### src/rtl/csr_pkg.sv
// Shared constants for the machine-mode CSR unit: funct3 codes, CSR map and WARL masks.
package csr_pkg;

  // funct3 encodings of the Zicsr instructions
  localparam logic [2:0] CSRRW  = 3'b001;
  localparam logic [2:0] CSRRS  = 3'b010;
  localparam logic [2:0] CSRRC  = 3'b011;
  localparam logic [2:0] CSRRWI = 3'b101;
  localparam logic [2:0] CSRRSI = 3'b110;
  localparam logic [2:0] CSRRCI = 3'b111;

  // CSR addresses
  localparam logic [11:0] CSR_MTVEC        = 12'h305;
  localparam logic [11:0] CSR_MSCRATCH     = 12'h340;
  localparam logic [11:0] CSR_MEPC         = 12'h341;
  localparam logic [11:0] CSR_MCAUSE       = 12'h342;
  localparam logic [11:0] CSR_SCRATCH_BASE = 12'h7C0;
  localparam logic [11:0] CSR_MCYCLE       = 12'hB00;
  localparam logic [11:0] CSR_MCYCLEH      = 12'hB80;
  localparam logic [11:0] CSR_MINSTRET     = 12'hB02;
  localparam logic [11:0] CSR_MINSTRETH    = 12'hB82;
  localparam logic [11:0] CSR_CYCLE        = 12'hC00;
  localparam logic [11:0] CSR_CYCLEH       = 12'hC80;
  localparam logic [11:0] CSR_INSTRET      = 12'hC02;
  localparam logic [11:0] CSR_INSTRETH     = 12'hC82;
  localparam logic [11:0] CSR_MHARTID      = 12'hF14;

  // WARL write masks: mtvec bit1 is hardwired to 0, mepc is 4-byte aligned
  localparam logic [31:0] MTVEC_WMASK = 32'hFFFF_FFFD;
  localparam logic [31:0] MEPC_WMASK  = 32'hFFFF_FFFC;

  // Addresses with bits [11:10] == 2'b11 are read-only; writing them is illegal
  function automatic logic csr_is_read_only(input logic [11:0] addr);
    return (addr[11:10] == 2'b11);
  endfunction

endpackage

### src/rtl/csr_counter64.sv
// 64-bit event counter with independent 32-bit half writes that take precedence over the increment.
module csr_counter64
  import csr_pkg::*;
(
  input  logic        clk,
  input  logic        rst_n,
  input  logic        inc,
  input  logic        wr_lo,
  input  logic        wr_hi,
  input  logic [31:0] wdata,
  output logic [63:0] value
);

  logic [63:0] value_q;
  logic [63:0] value_d;

  // Next count: any half write freezes the whole counter for this cycle, the other half holds
  always_comb begin
    value_d = value_q;
    if (wr_lo || wr_hi) begin
      value_d[31:0]  = wr_lo ? wdata : value_q[31:0];
      value_d[63:32] = wr_hi ? wdata : value_q[63:32];
    end else if (inc) begin
      value_d = value_q + 64'd1;
    end else begin
      value_d = value_q;
    end
  end

  // Counter register, cleared by synchronous reset
  always_ff @(posedge clk) begin
    if (!rst_n) begin
      value_q <= 64'd0;
    end else begin
      value_q <= value_d;
    end
  end

  assign value = value_q;

endmodule

### src/rtl/csr_unit.sv
// Machine-mode CSR unit: atomic CSR read-modify-write with a one-cycle registered response.
module csr_unit
  import csr_pkg::*;
#(
  parameter int          XLEN        = 32,
  parameter int          NUM_SCRATCH = 4,
  parameter logic [31:0] HART_ID     = 32'h0000_0000,
  parameter logic [31:0] MTVEC_RESET = 32'h0000_0000
) (
  input  logic            clk,
  input  logic            rst_n,
  input  logic            req_valid,
  input  logic [2:0]      req_funct,
  input  logic [11:0]     req_addr,
  input  logic [4:0]      req_rs1_idx,
  input  logic [XLEN-1:0] req_rs1_val,
  input  logic            retire,
  output logic            resp_valid,
  output logic [XLEN-1:0] resp_rdata,
  output logic            resp_illegal
);

  localparam int SCR_N = (NUM_SCRATCH > 0) ? NUM_SCRATCH : 1;
  localparam logic [XLEN-1:0] MTVEC_RST = {MTVEC_RESET[XLEN-1:2], 1'b0, MTVEC_RESET[0]};

  logic [XLEN-1:0] mtvec_q, mtvec_d, mscratch_q, mscratch_d;
  logic [XLEN-1:0] mepc_q, mepc_d, mcause_q, mcause_d;
  logic [XLEN-1:0] scr_q [SCR_N];
  logic [XLEN-1:0] scr_d [SCR_N];
  logic [SCR_N-1:0] scr_sel_s;
  logic            scr_hit_s;
  logic [XLEN-1:0] scr_rdata_s;
  logic [63:0]     cycle_s, instret_s;
  logic            hit_s, illegal_s, wr_intent_s, do_write_s;
  logic [XLEN-1:0] src_s, old_s, wdata_s;
  logic            resp_valid_q, resp_valid_d, resp_illegal_q, resp_illegal_d;
  logic [XLEN-1:0] resp_rdata_q, resp_rdata_d;

  // Scratch address decode, one selector per implemented scratch register
  always_comb begin
    scr_sel_s   = '0;
    scr_hit_s   = 1'b0;
    scr_rdata_s = '0;
    for (int i = 0; i < NUM_SCRATCH; i++) begin
      if (req_addr == (CSR_SCRATCH_BASE + 12'(i))) begin
        scr_sel_s[i] = 1'b1;
        scr_hit_s    = 1'b1;
        scr_rdata_s  = scr_q[i];
      end else begin
        scr_sel_s[i] = 1'b0;
      end
    end
  end

  // Read mux: current CSR value and whether the address is mapped at all
  always_comb begin
    hit_s = 1'b1;
    old_s = '0;
    case (req_addr)
      CSR_MTVEC:                 old_s = mtvec_q;
      CSR_MSCRATCH:              old_s = mscratch_q;
      CSR_MEPC:                  old_s = mepc_q;
      CSR_MCAUSE:                old_s = mcause_q;
      CSR_MCYCLE,   CSR_CYCLE:   old_s = cycle_s[31:0];
      CSR_MCYCLEH,  CSR_CYCLEH:  old_s = cycle_s[63:32];
      CSR_MINSTRET, CSR_INSTRET: old_s = instret_s[31:0];
      CSR_MINSTRETH, CSR_INSTRETH: old_s = instret_s[63:32];
      CSR_MHARTID:               old_s = HART_ID;
      default: begin
        hit_s = scr_hit_s;
        old_s = scr_rdata_s;
      end
    endcase
  end

  // Operation decode: source operand, write intent, legality and the new value
  always_comb begin
    src_s       = req_funct[2] ? {{(XLEN-5){1'b0}}, req_rs1_idx} : req_rs1_val;
    wr_intent_s = (req_funct[1:0] == 2'b01) || (req_rs1_idx != 5'd0);
    illegal_s   = !hit_s || (req_funct[1:0] == 2'b00) ||
                  (wr_intent_s && csr_is_read_only(req_addr));
    do_write_s  = req_valid && !illegal_s && wr_intent_s;
    case (req_funct[1:0])
      2'b01:   wdata_s = src_s;
      2'b10:   wdata_s = old_s | src_s;
      2'b11:   wdata_s = old_s & ~src_s;
      default: wdata_s = old_s;
    endcase
  end

  // Next state of the plain CSRs, with WARL masking applied on write
  always_comb begin
    mtvec_d    = mtvec_q;
    mscratch_d = mscratch_q;
    mepc_d     = mepc_q;
    mcause_d   = mcause_q;
    if (do_write_s) begin
      case (req_addr)
        CSR_MTVEC:    mtvec_d    = wdata_s & MTVEC_WMASK;
        CSR_MSCRATCH: mscratch_d = wdata_s;
        CSR_MEPC:     mepc_d     = wdata_s & MEPC_WMASK;
        CSR_MCAUSE:   mcause_d   = wdata_s;
        default:      mtvec_d    = mtvec_q;
      endcase
    end else begin
      mtvec_d = mtvec_q;
    end
    for (int i = 0; i < SCR_N; i++) begin
      scr_d[i] = (do_write_s && scr_sel_s[i]) ? wdata_s : scr_q[i];
    end
  end

  // Response: old value for legal requests, zero data when illegal or idle
  always_comb begin
    resp_valid_d   = req_valid;
    resp_illegal_d = req_valid && illegal_s;
    if (req_valid && !illegal_s) begin
      resp_rdata_d = old_s;
    end else begin
      resp_rdata_d = '0;
    end
  end

  // CSR state and response registers, cleared by synchronous reset
  always_ff @(posedge clk) begin
    if (!rst_n) begin
      mtvec_q        <= MTVEC_RST;
      mscratch_q     <= '0;
      mepc_q         <= '0;
      mcause_q       <= '0;
      for (int i = 0; i < SCR_N; i++) scr_q[i] <= '0;
      resp_valid_q   <= 1'b0;
      resp_rdata_q   <= '0;
      resp_illegal_q <= 1'b0;
    end else begin
      mtvec_q        <= mtvec_d;
      mscratch_q     <= mscratch_d;
      mepc_q         <= mepc_d;
      mcause_q       <= mcause_d;
      for (int i = 0; i < SCR_N; i++) scr_q[i] <= scr_d[i];
      resp_valid_q   <= resp_valid_d;
      resp_rdata_q   <= resp_rdata_d;
      resp_illegal_q <= resp_illegal_d;
    end
  end

  csr_counter64 u_cycle (
    .clk   (clk),
    .rst_n (rst_n),
    .inc   (1'b1),
    .wr_lo (do_write_s && (req_addr == CSR_MCYCLE)),
    .wr_hi (do_write_s && (req_addr == CSR_MCYCLEH)),
    .wdata (wdata_s),
    .value (cycle_s)
  );

  csr_counter64 u_instret (
    .clk   (clk),
    .rst_n (rst_n),
    .inc   (retire),
    .wr_lo (do_write_s && (req_addr == CSR_MINSTRET)),
    .wr_hi (do_write_s && (req_addr == CSR_MINSTRETH)),
    .wdata (wdata_s),
    .value (instret_s)
  );

  assign resp_valid   = resp_valid_q;
  assign resp_rdata   = resp_rdata_q;
  assign resp_illegal = resp_illegal_q;

endmodule

### config.mk
export PLATFORM = sky130hd
export DESIGN_NAME = csr_unit
export DESIGN_NICKNAME = d
export VERILOG_FILES = /design/src/rtl/csr_pkg.sv /design/src/rtl/csr_counter64.sv /design/src/rtl/csr_unit.sv
export SDC_FILE = /design/constraint.sdc
export NUM_CORES = 1
export LEC_CHECK = 0
export CAP_MARGIN = 20
export CELL_PAD_IN_SITES_DETAIL_PLACEMENT = 1
export CELL_PAD_IN_SITES_GLOBAL_PLACEMENT = 1
export CORE_MARGIN = 3
export CORE_UTILIZATION = 47
export DETAILED_ROUTE_END_ITERATION = 10
export GPL_TIMING_DRIVEN = 1
export PLACE_DENSITY = 0.91
export SLEW_MARGIN = 20
export SYNTH_ARGS = -nofsm -noshare
export SYNTH_HDL_FRONTEND = slang
export SYNTH_SLANG_ARGS = --single-unit
### constraint.sdc
create_clock -name clk -period 2.7 [get_ports clk]
set_input_delay 0.405 -clock clk [delete_from_list [all_inputs] [get_ports clk]]
set_output_delay 0.405 -clock clk [all_outputs]
set_load 0.05 [all_outputs]
==> flow_metrics.env, run 1 <==
export IMPL_status="aborted with a tool error"
export IMPL_haltStage="global routing"
export IMPL_error="[ERROR GRT-0116] Global routing finished with congestion. Check the congestion regions in the DRC Viewer."
export IMPL_seq_area_frac_synth_pct=36.55
export IMPL_synth_area_top_cells="dfxtp_1 37%, mux2i_1 5.3%, nand2_1 5.1%"
export IMPL_cts_buffers=46
export IMPL_synthesis_area_um2=22730
export IMPL_portBuffers=89
export IMPL_postSynthAreaPerCell_um2=8.268
export IMPL_initial_utilization_pct=48.21
export IMPL_async_reset_ff_share_pct=0
export IMPL_synth_enable_flop_cells=0
export IMPL_grt_max_degree=110
export IMPL_synth_nets=2807
export IMPL_rows=79
export IMPL_synth_top_cell_area_share_pct=36.55
export IMPL_htreeDepth=2
export IMPL_synthTopCellsByCount="415 x dfxtp_1, 310 x nand2_1, 234 x nor2_1, 205 x a21oi_1, 176 x o21ai_0"
export IMPL_dp_slack_ns=-1.084
export IMPL_grt_use_total_pct=83.82
export IMPL_cts_hold_fix_buffers=0
export IMPL_yosysTopAreaCell="dfxtp_1"
export IMPL_ys_dominant_reg_cell="dfxtp_1"
export IMPL_die_w_um=225.9
export IMPL_placedCellCount=3775
export IMPL_die_h_um=225.9
export IMPL_grt_overflow=749
export IMPL_syn_inst=2749
export IMPL_grt_pass1_vias=39935
export IMPL_hpwl_um=100600
export IMPL_synth_cell_types=103
export IMPL_synth_seq_cells=415
export IMPL_boundaryPins=90
export IMPL_ctsLongestPathBuffers=3
export IMPL_yosysMostFrequentCell="dfxtp_1"
export IMPL_grt_pass1_wl_um=320600
export IMPL_yosys_warnings=0
export IMPL_cts_root_buffer="clkbuf_16"
export IMPL_place_congestion=1.179
export IMPL_cts_sinks=415
-- cells by family after synthesis --
family	share of synthesized area, %
AO/OA/AOI/OAI	25.71
flip-flops	36.55
AND/OR/NAND/NOR	23.06
buffers and inverters	5.411
multiplexers	8.307
adder cells (fa/ha/maj)	0.1101
XOR/XNOR	0.8477
-- per-stage QoR --
| stage | util, % | cell area [um^2] | hold slack [ns] |
|---|---|---|---|
| 4_1_cts | 65.32 | 30800 | 0.1873 |
| 3_5_place_dp | 59.93 | 28250 | 0.4612 |
| 3_3_place_gp | 59.93 | 28250 | 0.4372 |
| 2_1_floorplan | - | 22730 | 0.4294 |
-- routing by layer --
metal | GRT overflow | track usage, %
met1 | 25 | 82.63
met2 | 425 | 95.19
met3 | 29 | 75.21
met4 | 268 | 83.58
met5 | 2 | 51.90
-- repair_timing --
item | in CTS
setup endpoints to repair | 366
setup buffers | 41
gates resized for setup | 138
gates cloned | 2
pin swaps | 39
==> inputs of run 2 (changes only) <==
Settings changed: CELL_PAD_IN_SITES_DETAIL_PLACEMENT 1 to unset, CELL_PAD_IN_SITES_GLOBAL_PLACEMENT 1 to unset, CORE_UTILIZATION 47 to 35, PLACE_DENSITY 0.91 to unset, PLACE_DENSITY_LB_ADDON set to 0.15.
==> run 2 against run 1 <==
The flow now finishes without violations. Synthesized area did not move. Synthesized cell count did not move.
==> flow_metrics.env, run 2 <==
export IMPL_yosys_warnings=0
export IMPL_dp_slack_ns=-0.9133
export IMPL_fin_nets=3391
export IMPL_rsz0062_at_grt="yes"
export IMPL_worstPathMaxFanout=8
export IMPL_yosysTopAreaCell="dfxtp_1"
export IMPL_fin_ws_ns=0.03031
export IMPL_cts_root_buffer="clkbuf_16"
export IMPL_htreeDepth=2
export IMPL_cpMaxStageDelayCell="clkdlybuf4s50_1"
export IMPL_critical_path_buf_inv_count=6
export IMPL_ant_nets=0
export IMPL_synthTopCellsByCount="415 x dfxtp_1, 310 x nand2_1, 234 x nor2_1, 205 x a21oi_1, 176 x o21ai_0"
export IMPL_path_clk_slew_ns=0.06
export IMPL_status="completed"
export IMPL_fin_crit_sh_pct=98.88
export IMPL_boundaryPins=90
export IMPL_synth_enable_flop_cells=0
export IMPL_fin_cells=4222
export IMPL_critPathKind="in2reg"
export IMPL_startpoint_type="primary input"
export IMPL_slew_viol_final=0
export IMPL_finalInstanceArea_um2=32010
export IMPL_crit_family="buffers and inverters"
export IMPL_worstSetupEndpointType="register"
export IMPL_worstPathRequired_ns=3.19
export IMPL_portBuffers=89
export IMPL_period_needed_ns=2.670
export IMPL_async_reset_ff_share_pct=0
export IMPL_antenna_found_initial=4
export IMPL_die_w_um=260.8
export IMPL_grt_use_total_pct=34.31
export IMPL_relSlewSlack_pct=43.51
export IMPL_grt_overflow=0
export IMPL_synth_area_top_cells="dfxtp_1 37%, mux2i_1 5.3%, nand2_1 5.1%"
export IMPL_place_congestion=0.9601
export IMPL_wl_per_cell_um=28.55
export IMPL_synth_nets=2807
export IMPL_setup_tns_ns=0
export IMPL_cellPowerDensity_nw_per_um2=461.9
export IMPL_totalWireLength_um=120500
export IMPL_die_h_um=260.8
export IMPL_worst_slew_pin_slew_ns=0.8385
export IMPL_largest_reg_flops=128
export IMPL_clock_latency_ns=0.63
export IMPL_placedCellCount=4085
export IMPL_ctsLongestPathBuffers=3
export IMPL_final_cell_mix="600 x buf_4, 414 x dfxtp_1, 309 x nand2_1, 231 x nor2_1, 204 x a21oi_1"
export IMPL_postLayoutCoreUtil_pct=50.29
export IMPL_path_common_cell="buf_4"
export IMPL_maxCapViolations=0
export IMPL_ir_worst_vdd_v=0.0005177
export IMPL_cts_sinks=415
export IMPL_setup_viol=0
export IMPL_fmax_mhz=374.6
export IMPL_drtIter0Drc=2720
export IMPL_syn_inst=2749
export IMPL_syn_to_final_growth_pct=40.85
export IMPL_die_area_um2=68030
export IMPL_hpwl_um=92470
export IMPL_final_layout_size_suffix_gt1_share_pct=28.99
export IMPL_initial_utilization_pct=35.71
export IMPL_synth_top_cell_area_share_pct=36.55
export IMPL_cts_hold_fix_buffers=0
export IMPL_dr_pass1_iters=8
export IMPL_cts_tree="built"
export IMPL_critPathArrivalTime_ns=3.16
export IMPL_worst_hold_path_type="in2reg"
export IMPL_cp_cell_sequence="clkdlybuf4s50_1 > buf_6 > or2_1 > buf_4 > buf_4 > nor4_2 > buf_4 > a221oi_1 > a32oi_1 > o31ai_4 > buf_12 > a2111oi_1"
export IMPL_finalHoldViolCount=0
export IMPL_critPathMaxStageDelay_ns=0.41
export IMPL_rows=92
export IMPL_postSynthAreaPerCell_um2=8.268
export IMPL_grt_pass1_wl_um=170500
export IMPL_ys_dominant_reg_cell="dfxtp_1"
export IMPL_synthesis_area_um2=22730
export IMPL_layout_commonest_cell="buf_4"
export IMPL_cts_buffers=50
export IMPL_synth_cell_types=103
export IMPL_vias_per_cell=6.004
export IMPL_p_leak_nw=11.79
export IMPL_synth_seq_cells=415
export IMPL_dpl_cell_area_um2=29350
export IMPL_finalClockSkew_ns=0.03346
export IMPL_grt_pass1_vias=24028
export IMPL_vias=25348
export IMPL_drc=0
export IMPL_largest_register="scr_q"
export IMPL_grt_max_degree=129
export IMPL_core_area_um2=63660
export IMPL_yosysMostFrequentCell="dfxtp_1"
export IMPL_seq_area_frac_synth_pct=36.55
run 2: cell counts after synthesis:
Identical to the previous run, type by type.
run 2: cell families after synthesis:
logic type	count (synthesis)	share of synthesized area (%)
adder cells (fa/ha/maj)	2	0.1101
XOR/XNOR	22	0.8477
buffers and inverters	265	5.411
AND/OR/NAND/NOR	1015	23.06
flip-flops	415	36.55
AO/OA/AOI/OAI	875	25.71
multiplexers	155	8.307
run 2: through the flow:
step | hold WS [ns] | power (W)
finish | 0.4117 | 0.01479
global route | 0.4144 | 0.01514
CTS | 0.3805 | 0.01480
detailed placement | 0.4470 | 0.007594
global placement | 0.4361 | 0.007592
floorplan | 0.4294 | 0.006828
run 2: final cells by class:
class / instances / area [um^2]
diodes: 2 / 5.005
clock buffers: 71 / 1450
clock inverters: 22 / 312.8
fillers: 6091 / 31640
inverters: 16 / 65.06
multi-input cells: 2069 / 13710
flip-flops and latches: 415 / 8309
well taps: 846 / 1059
repair buffers: 781 / 7099
run 2: per-layer routing:
layer | part of all wire [%] | GRT usage [%] | routed length [um] | vias up
met3 | 7.5 | 5.405 | 9045 | 251
met1 | 42 | 45.97 | 51080 | 12475
met5 | 0.017 | 0 | 20 | -
met2 | 45 | 54.48 | 54180 | 1152
li1 | - | - | - | 11466
met4 | 5.1 | 15.13 | 6195 | 4
run 2: path summary, 6_finish.rpt:
check                           slack, ns  depth (start not counted)                   to                 from
worst max-delay path                 0.03                         12    u_cycle.value[35]          req_addr[2]
worst min-delay path                 0.41                          2           resp_valid                rst_n
worst max register to register       0.07                          8  u_instret.value[63]  u_instret.value[35]
worst min register to register       0.45                          2       mscratch_q[21]       mscratch_q[21]
run 2: what timing repair did:
item,CTS,global route
resized for setup,15,93
setup buffers,7,32
setup endpoints to repair,111,230
pin swaps,1,29
gates cloned,0,3
run 2: power by group:
group | leakage [nW] | switching [W] | internal (W)
clock | 0.866 | 0.00295 | 0.00426
combinational | 7.59 | 0.000864 | 0.000571
sequential | 3.34 | 0.0000124 | 0.00613
No activity file was read; power rests on OpenSTA's default activity.
